==> config.mk <==
export PLATFORM = sky130hd
export DESIGN_NAME = iob_wrq
export DESIGN_NICKNAME = d
export VERILOG_FILES = /design/src/rtl/iob_wrq.sv
export SDC_FILE = /design/constraint.sdc
export NUM_CORES = 1
export LEC_CHECK = 0
export CAP_MARGIN = 5
export CORE_ASPECT_RATIO = 0.5
export CORE_MARGIN = 4
export CORE_UTILIZATION = 42
export CTS_CLUSTER_SIZE = 20
export DETAILED_ROUTE_END_ITERATION = 8
export SYNTH_ARGS = -nofsm -noshare
export SYNTH_HDL_FRONTEND = slang
export SYNTH_SLANG_ARGS = --single-unit
==> constraint.sdc <==
create_clock -name CLK -period 3.95 [get_ports CLK]
set_input_delay 0.79 -clock CLK [delete_from_list [all_inputs] [get_ports CLK]]
set_output_delay 0.79 -clock CLK [all_outputs]
set_load 0.03 [all_outputs]
==> src/rtl/iob_wrq.sv <==
// Posted-write queue between the FSB slave side and the IO bus master.
// Writes are acknowledged once queued, drained in order; reads wait for an empty queue.
module iob_wrq #(
  parameter int DEPTH = 4,
  parameter int AW    = 23,
  parameter bit POST  = 1'b1
) (
  input  logic                     CLK,
  input  logic                     RES,
  input  logic                     REQ,
  input  logic                     RW,
  input  logic [AW:1]              A,
  input  logic [15:0]              D,
  input  logic                     LDS,
  input  logic                     UDS,
  output logic                     READY,
  output logic                     BERR,
  output logic [15:0]              RDATA,
  output logic                     IOREQ,
  output logic                     IORW,
  output logic [AW:1]              IOA,
  output logic [15:0]              IOD,
  output logic                     IOL,
  output logic                     IOU,
  input  logic                     IOACT,
  input  logic                     IODONE,
  input  logic                     IOBERR,
  input  logic [15:0]              IORDATA,
  output logic [$clog2(DEPTH):0]   COUNT,
  output logic                     EMPTY,
  output logic                     FULL,
  output logic [2:0]               dbgState
);

  localparam int PW = $clog2(DEPTH);
  localparam int CW = PW + 1;
  localparam int EW = AW + 18;

  // FSB handshake: REQ is a one-cycle strobe honoured only in IDLE; each
  // accepted cycle ends with exactly one READY or BERR pulse. IO side: IOREQ
  // holds until IOACT is sampled, the cycle stays in flight until IODONE.
  typedef enum logic [2:0] {IDLE, WFULL, WSYNC, RDRAIN, RBUSY} stateT;

  stateT         state, stateNext;
  logic [EW-1:0] mem [DEPTH];
  logic [PW-1:0] head, tail, headNext;
  logic [EW-1:0] reqEntry, pushEntry, headEntry, issueEntry;
  logic [CW-1:0] countAfterPop, countNext;
  logic          inFlight, curRead, errp, pendPush;
  logic          doneNow, popNow, push, canIssue, issueRead, issueWrite;
  logic          readyNext, berrNext, errpClr, latchReq, setPend, loadRdata, pushIdle;

  assign dbgState      = state;
  assign doneNow       = IODONE & inFlight;
  assign popNow        = doneNow & ~curRead;
  assign push          = pushIdle | pendPush;
  assign pushEntry     = pendPush ? reqEntry : {A, D, UDS, LDS};
  assign countAfterPop = COUNT - CW'(popNow);
  assign countNext     = countAfterPop + CW'(push);
  assign headNext      = head + PW'(popNow);
  assign canIssue      = ~inFlight | doneNow;
  // A read goes out only once every earlier write has completed.
  assign issueRead     = (state == RDRAIN) & canIssue & (countAfterPop == '0) & ~pendPush;
  assign issueWrite    = canIssue & ~issueRead & ((countAfterPop != '0) | push);
  // Entry written this cycle becomes the head when the queue is otherwise empty.
  assign headEntry     = (countAfterPop == '0) ? pushEntry : mem[headNext];
  assign issueEntry    = issueRead ? reqEntry : headEntry;

  always_comb begin
    stateNext = state;
    readyNext = 1'b0;
    berrNext  = 1'b0;
    errpClr   = 1'b0;
    latchReq  = 1'b0;
    setPend   = 1'b0;
    loadRdata = 1'b0;
    pushIdle  = 1'b0;
    case (state)
      IDLE: begin
        if (REQ && !pendPush) begin
          if (errp) begin
            berrNext = 1'b1;
            errpClr  = 1'b1;
          end else if (RW) begin
            latchReq  = 1'b1;
            stateNext = RDRAIN;
          end else if (!FULL) begin
            pushIdle = 1'b1;
            if (POST) readyNext = 1'b1;
            else      stateNext = WSYNC;
          end else begin
            latchReq  = 1'b1;
            stateNext = WFULL;
          end
        end
      end
      WFULL: begin
        // The stalled write enters the slot freed by this pop on the next cycle.
        if (popNow) begin
          setPend = 1'b1;
          if (POST) begin
            readyNext = 1'b1;
            stateNext = IDLE;
          end else begin
            stateNext = WSYNC;
          end
        end
      end
      WSYNC: begin
        if (popNow && !pendPush) begin
          if (IOBERR) berrNext  = 1'b1;
          else        readyNext = 1'b1;
          stateNext = IDLE;
        end
      end
      RDRAIN: begin
        if (issueRead) stateNext = RBUSY;
      end
      RBUSY: begin
        if (doneNow && curRead) begin
          if (IOBERR) begin
            berrNext = 1'b1;
          end else begin
            readyNext = 1'b1;
            loadRdata = 1'b1;
          end
          stateNext = IDLE;
        end
      end
      default: stateNext = IDLE;
    endcase
  end

  always_ff @(posedge CLK) begin
    if (push) mem[tail] <= pushEntry;
  end

  always_ff @(posedge CLK or posedge RES) begin
    if (RES) begin
      state    <= IDLE;
      head     <= '0;
      tail     <= '0;
      COUNT    <= '0;
      EMPTY    <= 1'b1;
      FULL     <= 1'b0;
      READY    <= 1'b0;
      BERR     <= 1'b0;
      RDATA    <= '0;
      IOREQ    <= 1'b0;
      IORW     <= 1'b0;
      IOA      <= '0;
      IOD      <= '0;
      IOL      <= 1'b0;
      IOU      <= 1'b0;
      inFlight <= 1'b0;
      curRead  <= 1'b0;
      errp     <= 1'b0;
      pendPush <= 1'b0;
      reqEntry <= '0;
    end else begin
      state    <= stateNext;
      READY    <= readyNext;
      BERR     <= berrNext;
      pendPush <= setPend;
      head     <= headNext;
      COUNT    <= countNext;
      EMPTY    <= (countNext == '0);
      FULL     <= (countNext == CW'(DEPTH));
      if (push)      tail     <= tail + PW'(1);
      if (latchReq)  reqEntry <= {A, D, UDS, LDS};
      if (loadRdata) RDATA    <= IORDATA;
      if (popNow && IOBERR && POST) errp <= 1'b1;
      else if (errpClr)             errp <= 1'b0;
      if (issueRead || issueWrite) begin
        IOREQ    <= 1'b1;
        IORW     <= issueRead;
        inFlight <= 1'b1;
        curRead  <= issueRead;
        IOA      <= issueEntry[EW-1:18];
        IOD      <= issueEntry[17:2];
        IOU      <= issueEntry[1];
        IOL      <= issueEntry[0];
      end else begin
        if (IOACT)   IOREQ    <= 1'b0;
        if (doneNow) inFlight <= 1'b0;
      end
    end
  end

endmodule

Yosys cells after proc, flatten, opt, wreduce, memory -nomap -nowiden

Memories as Yosys holds them, arrays and structs flattened.
Index checks and enable logic that the tools add are counted.

Register bits after elaboration: 117
Memory bits (writable): 164
Input bits: 64
Output and inout bits: 69
Word-level logic and storage cells: 108
Memories kept: 1

Memory list:

| memory | words | bits a word | rd ports | clocked after Yosys merged registers in | wr ports | RTL line | RTL |
|---|---|---|---|---|---|---|---|
| mem    | 4     | 41          | 1        | 0                                       | 1        | 45       | `logic [EW-1:0] mem [DEPTH];` |

Add/subtract/negate cells: 4
Eq/ne operators: 12
Mux-type cells: 44
Bitwise operators: 14
Reduce and logical (&&, ||, !) cells: 14

Operators by type and width:

| operator                                                               | number |
|---|---|
| 41-bit 2-to-1 mux                                                      | 3 |
| 1-bit 2-to-1 mux                                                       | 30 |
| 3-bit 2-to-1 mux                                                       | 8 |
| 3-bit one-hot mux with 5 select lines                                  | 1 |
| 2-bit inequality test (second input constant)                          | 6 |
| 3-bit logical NOT                                                      | 3 |
| 1-bit AND                                                              | 7 |
| 7-bit AND reduction                                                    | 1 |
| 3-bit by 2-bit equality test with 1-bit output (second input constant) | 2 |
| 3-bit equality test (second input constant)                            | 2 |
| 2-bit nonzero test                                                     | 3 |
| 1-bit logical AND                                                      | 4 |
| 1-bit NOT                                                              | 4 |
| 1-bit one-hot mux with 4 select lines                                  | 1 |
| 3-bit by 1-bit adder with 3-bit output                                 | 1 |
| 3-bit by 1-bit equality test with 1-bit output (second input constant) | 1 |
| 3-bit inequality test (second input constant)                          | 1 |
| 1-bit OR                                                               | 3 |
| 1-bit one-hot mux with 3 select lines                                  | 1 |
| 3-bit nonzero test                                                     | 1 |
| 3-bit by 1-bit subtractor with 3-bit output                            | 1 |
| 2-bit by 1-bit adder with 2-bit output                                 | 1 |
| 2-bit by 1-bit adder with 2-bit output (second input constant)         | 1 |
| 1-bit logical NOT                                                      | 1 |
| 1-bit logical OR                                                       | 1 |

Logic depth before layout (Yosys ltp)

Word-level depth: 11
Gate-level depth with buffers: 10
Depth with buffers taken out: 8

Worst setup path after synthesis

OpenSTA, ideal clock, no wires.

Path type: input port to flip-flop
From: in RW
To: mem mem[0][0] in the netlist's numbering (enable)
Library setup time: 0.444 ns
Arrival time: 3.197 ns
Path slack: 0.309 ns
Stages: 5
Buffers on the path: 1
Cell sequence: nor3_1 nand4_1 nor2b_1 buf_2 nor2b_1

Cells in the longest elaborated chain, start to end: 7

RTL lines:

| item                                   | RTL line | RTL |
|---|---|---|
| start: declaration                     | 11       | `input logic RW,` |
| 1-bit 2-to-1 mux                       | 84       | `end else if (RW) begin` |
| 1-bit 2-to-1 mux                       | n/a      |  |
| 1-bit 2-to-1 mux                       | 80       | `if (REQ && !pendPush) begin` |
| 1-bit 2-to-1 mux                       | 78       | `case (state)` |
| 1-bit OR                               | 56       | `assign push = pushIdle \| pendPush;` |
| 1-bit 2-to-1 mux                       | 135      | `if (push) mem[tail] <= pushEntry;` |
| 1-bit 2-to-1 mux (not written as such) | 135      |  |
| end: declaration                       | 45       |  |

Every way passes these cells.

Final worst setup path

From: in IODONE
To: reg IOD[4]

Cells in the longest elaborated chain, start to end: 10
Elaborated cells on any way between the ends: 18

RTL lines:

| item                                        | RTL line | RTL |
|---|---|---|
| start: declaration                          | 26       | `input logic IODONE,` |
| 1-bit AND *                                 | 54       | `assign doneNow = IODONE & inFlight;` |
| 1-bit AND                                   | 55       | `assign popNow = doneNow & ~curRead;` |
| 3-bit by 1-bit subtractor with 3-bit output | 58       | `assign countAfterPop = COUNT - CW'(popNow);` |
| 3-bit logical NOT                           | 63, 66   |  |
| 1-bit AND (2 in series)                     | 63       | `assign issueRead = (state == RDRAIN) & canIssue & (countAfterPop == '0) & ~pendPush;` |
| 1-bit NOT                                   | 64       | `assign issueWrite = canIssue & ~issueRead & ((countAfterPop != '0) \| push);` |
| 1-bit AND (2 in series)                     | 64       |  |
| 1-bit logical OR                            | 174      | `if (issueRead \|\| issueWrite) begin` |
| end signal: assignment                      | 180      | `IOD <= issueEntry[17:2];` |
| end: declaration                            | 22       | `output logic [15:0] IOD,` |

Mark *: on every way between the ends. The rest lies on a longest branch, timed or not.
A chain may end at the register's enable or synchronous reset.

==> key figures <==
Status
  • Status: complete, no violations

Routing
  • First-iteration detailed-routing DRC count: 315
  • DRC: 0
  • Total Wirelength: 25.5 mm
  • WL per Instance: 21.1 um
  • Antenna viol nets, final: 0
  • Vias: 6,376
  • Drt via density: 5.28
  • Pre-antenna DRT Iters: 6

Synthesis
  • Number of synthesized flops with an enable pin: 164
  • Cell variety after synth: 44
  • FFs w/ async S/R, synth: 41.6%
  • Share of the synthesized area in the top cell type: 40.0%
  • Cell with the most instances after synthesis: edfxtp_1
  • Synthesized flop and latch total: 281
  • Synth cell count leaders: edfxtp_1, mux2_2, dfrtp_1
  • Yosys warnings: 0
  • Syn_area_per_cell: 18.9 sq um
  • Synth Cell Area: 0.0123 sq mm
  • Post-synthesis sequential area ratio: 63.8%
  • Synth top area cells: edfxtp_1, dfrtp_1, mux2_2
  • Synth Flop Type: edfxtp_1
  • Syn Inst Count: 653
  • Area leader, netlist: edfxtp_1
  • Synthesized net count: 725

Pwr
  • Leakage: 5.84 nW
  • Power Dens Cells: 814 mW/mm^2
  • Maximum vdd drop: 0.449 mV

Worst setup path
  • Worst Setup Path Type: in -> reg
  • Worst path bufs/invs: 2
  • CP Capture Type: flip-flop
  • Critical Path RT: 4.37 ns
  • Crit path DAT: 3.33 ns
  • Worst path cell trace: clkdlybuf4s50_1 -> nand3b_2 -> nor2_1 -> ha_1 -> xnor2_1 -> nand3_2 -> buf_4 -> mux2_2 -> mux2_4
  • Slowest cell delay on critical path: 0.48 ns
  • Critical path's top delay family: buffers and inverters
  • Critical Path Stages: 9
  • Critical-path top delay cell: clkdlybuf4s50_1
  • CP Max Fanout: 15
  • R2R depth: 8
  • Nature of the critical path startpoint: input pin

Timing
  • Tmin final: 2.91 ns
  • Crit share post-route: 73.7%
  • Setup-failing EPs final: 0
  • Clk_skew: 0.00854 ns
  • Unrepaired setup endpoints after global routing: false
  • Final hold vios: 0
  • Max-Slew Margin vs Limit: 51.5%
  • Worst-Margin Slew: 0.728 ns
  • Hold slack final: 0.477 ns
  • Slew Viols, Final: 0
  • Setup tns final: 0 ns
  • Peak Freq: 0.343 GHz

Floorplan
  • Die area: 0.0323 sq mm
  • Initial core utilization: 43.5%
  • Die width: 250 um
  • Chip Height: 129 um
  • Core ar.: 0.0283 sq mm
  • Num rows: 43
  • # IOs: 133

Clocking
  • H-tree Lvls: 1
  • Clock-pin slew reported for the worst setup and hold paths after clock tree synthesis: 0.06 ns
  • CTS Buf Count: 26
  • Resize count post-CTS: 0
  • Setup Buffers After CTS: 0
  • Worst-Skew Late Latency: 0.54 ns
  • CTS Hold Bufs: 0
  • Clock buffer depth: 3
  • Clk sinks: 281
  • CTS Root Cell: clkbuf_16
  • CTS tree: built

Placement
  • Gp weighted congestion: 0.779
  • I/O Buffers: 132
  • Post-detail-place hpwl: 15.5 mm

Hold path
  • Worst hold stages: 1
  • HP Class: reg -> reg

Layout
  • # nets final: 877
  • Layout Area Growth over Synthesis: 23.1%
  • Share of cells above drive strength 1: 41.3%

GRT
  • Initial antenna violation count: 2
  • Vias in the first global route: 7,040
  • Pin count of the biggest net entering global routing: 87
  • Total GRT Usage: 15.9%
  • First-pass GRT wire length: 40.4 mm
  • GRT Residual Overflow: 0

Flow run
  • Max Cap Viol: 0
## metrics by stage
| step | cells | area [sq um] | power [mW] | utilization (%) | setup WS [ns] |
|---|---|---|---|---|---|
| 2_1_floorplan | 653 | 12300 | 8.17 | - | 0.0609 |
| 3_3_place_gp | 1159 | 14200 | 9.69 | 50.3 | 0.520 |
| 3_5_place_dp | 1159 | 14200 | 9.79 | 50.3 | 0.435 |
| 4_1_cts | 1207 | 15100 | 12.5 | 53.5 | 1.01 |
| 5_1_grt | 1208 | 15200 | 13.0 | 53.5 | 0.871 |
| 6_report | 1208 | 15200 | 12.3 | 53.5 | 1.04 |
## cell type report
| type | instances | area (sq um) |
|---|---|---|
| sequential | 281 | 7860 |
| clock buffer | 33 | 708 |
| timing repair buffer | 157 | 1570 |
| multi-input combinational | 327 | 4280 |
| clock inverter | 15 | 206 |
| antenna | 1 | 2.50 |
| tap | 382 | 478 |
| fill | 2282 | 13100 |
| inverter | 12 | 47.5 |
## path summary, 6_finish.rpt
path                                     startpoint                 endpoint  slack (ns)
worst min register to register    IOREQ$_DFFE_PP0P_        IOREQ$_DFFE_PP0P_        0.48
max in group asynchronous                       RES  reqEntry[3]$_DFFE_PP0P_        2.47
min in group asynchronous                       RES      IOA[20]$_DFFE_PP0P_        0.63
worst min-delay path              IOREQ$_DFFE_PP0P_        IOREQ$_DFFE_PP0P_        0.48
worst max register to register  curRead$_DFFE_PP0P_       IOD[4]$_DFFE_PP0P_        1.29
worst max-delay path                         IODONE       IOD[4]$_DFFE_PP0P_        1.04
## state kept, by name, indices dropped and copies added (netlist names), 2 cells and up
name	flops
mem	164
reqEntry	41
IOA	23
IOD	16
RDATA	16
COUNT	3
dbgState	3
head	2
tail	2
## cell usage in the layout (no fill, tap or decap), types with 4 or more instances in the layout
master           netlist  routed
clkbuf_1               8       5
mux2_4                74      74
bufinv_16              0       5
mux4_2                41      41
edfxtp_1             164     164
ha_1                   8       7
buf_12                 0       5
clkinv_1               0       4
mux2_2               146     146
dfrtp_1              116     115
nor2b_4                0       4
nor2_1                 4       4
clkbuf_16              0      27
clkdlybuf4s50_1        0     132
buf_4                  0      20
inv_1                 12      11
## cells by family after synthesis
family,count (synthesis),share of synthesized area [%]
fa+ha+maj,8,0.813
simple gates,38,2.13
mux,263,30.1
compound gates,13,0.833
flops,281,63.8
buf+inv,45,2.02
xor+xnor,5,0.356
## per-layer routing
layer  share of wire [%]  global-route usage (%)  vias to the layer above  wire (um)
met4                 1.6                    3.10                        2        407
met1                  45                    21.5                     3406      11400
met3                 3.7                    3.03                       30        947
met2                  50                    27.6                      100      12700
met5               0.039                       0                        -         10
li1                    -                       -                     2838          -
## where the power goes
group          leakage (nW)  switching [mW]  internal, mW
Clock                 0.448            1.09          1.60
Combinational          2.49            2.35          2.90
Sequential             2.90           0.424          3.97
Power figures use the tool's default switching activity.
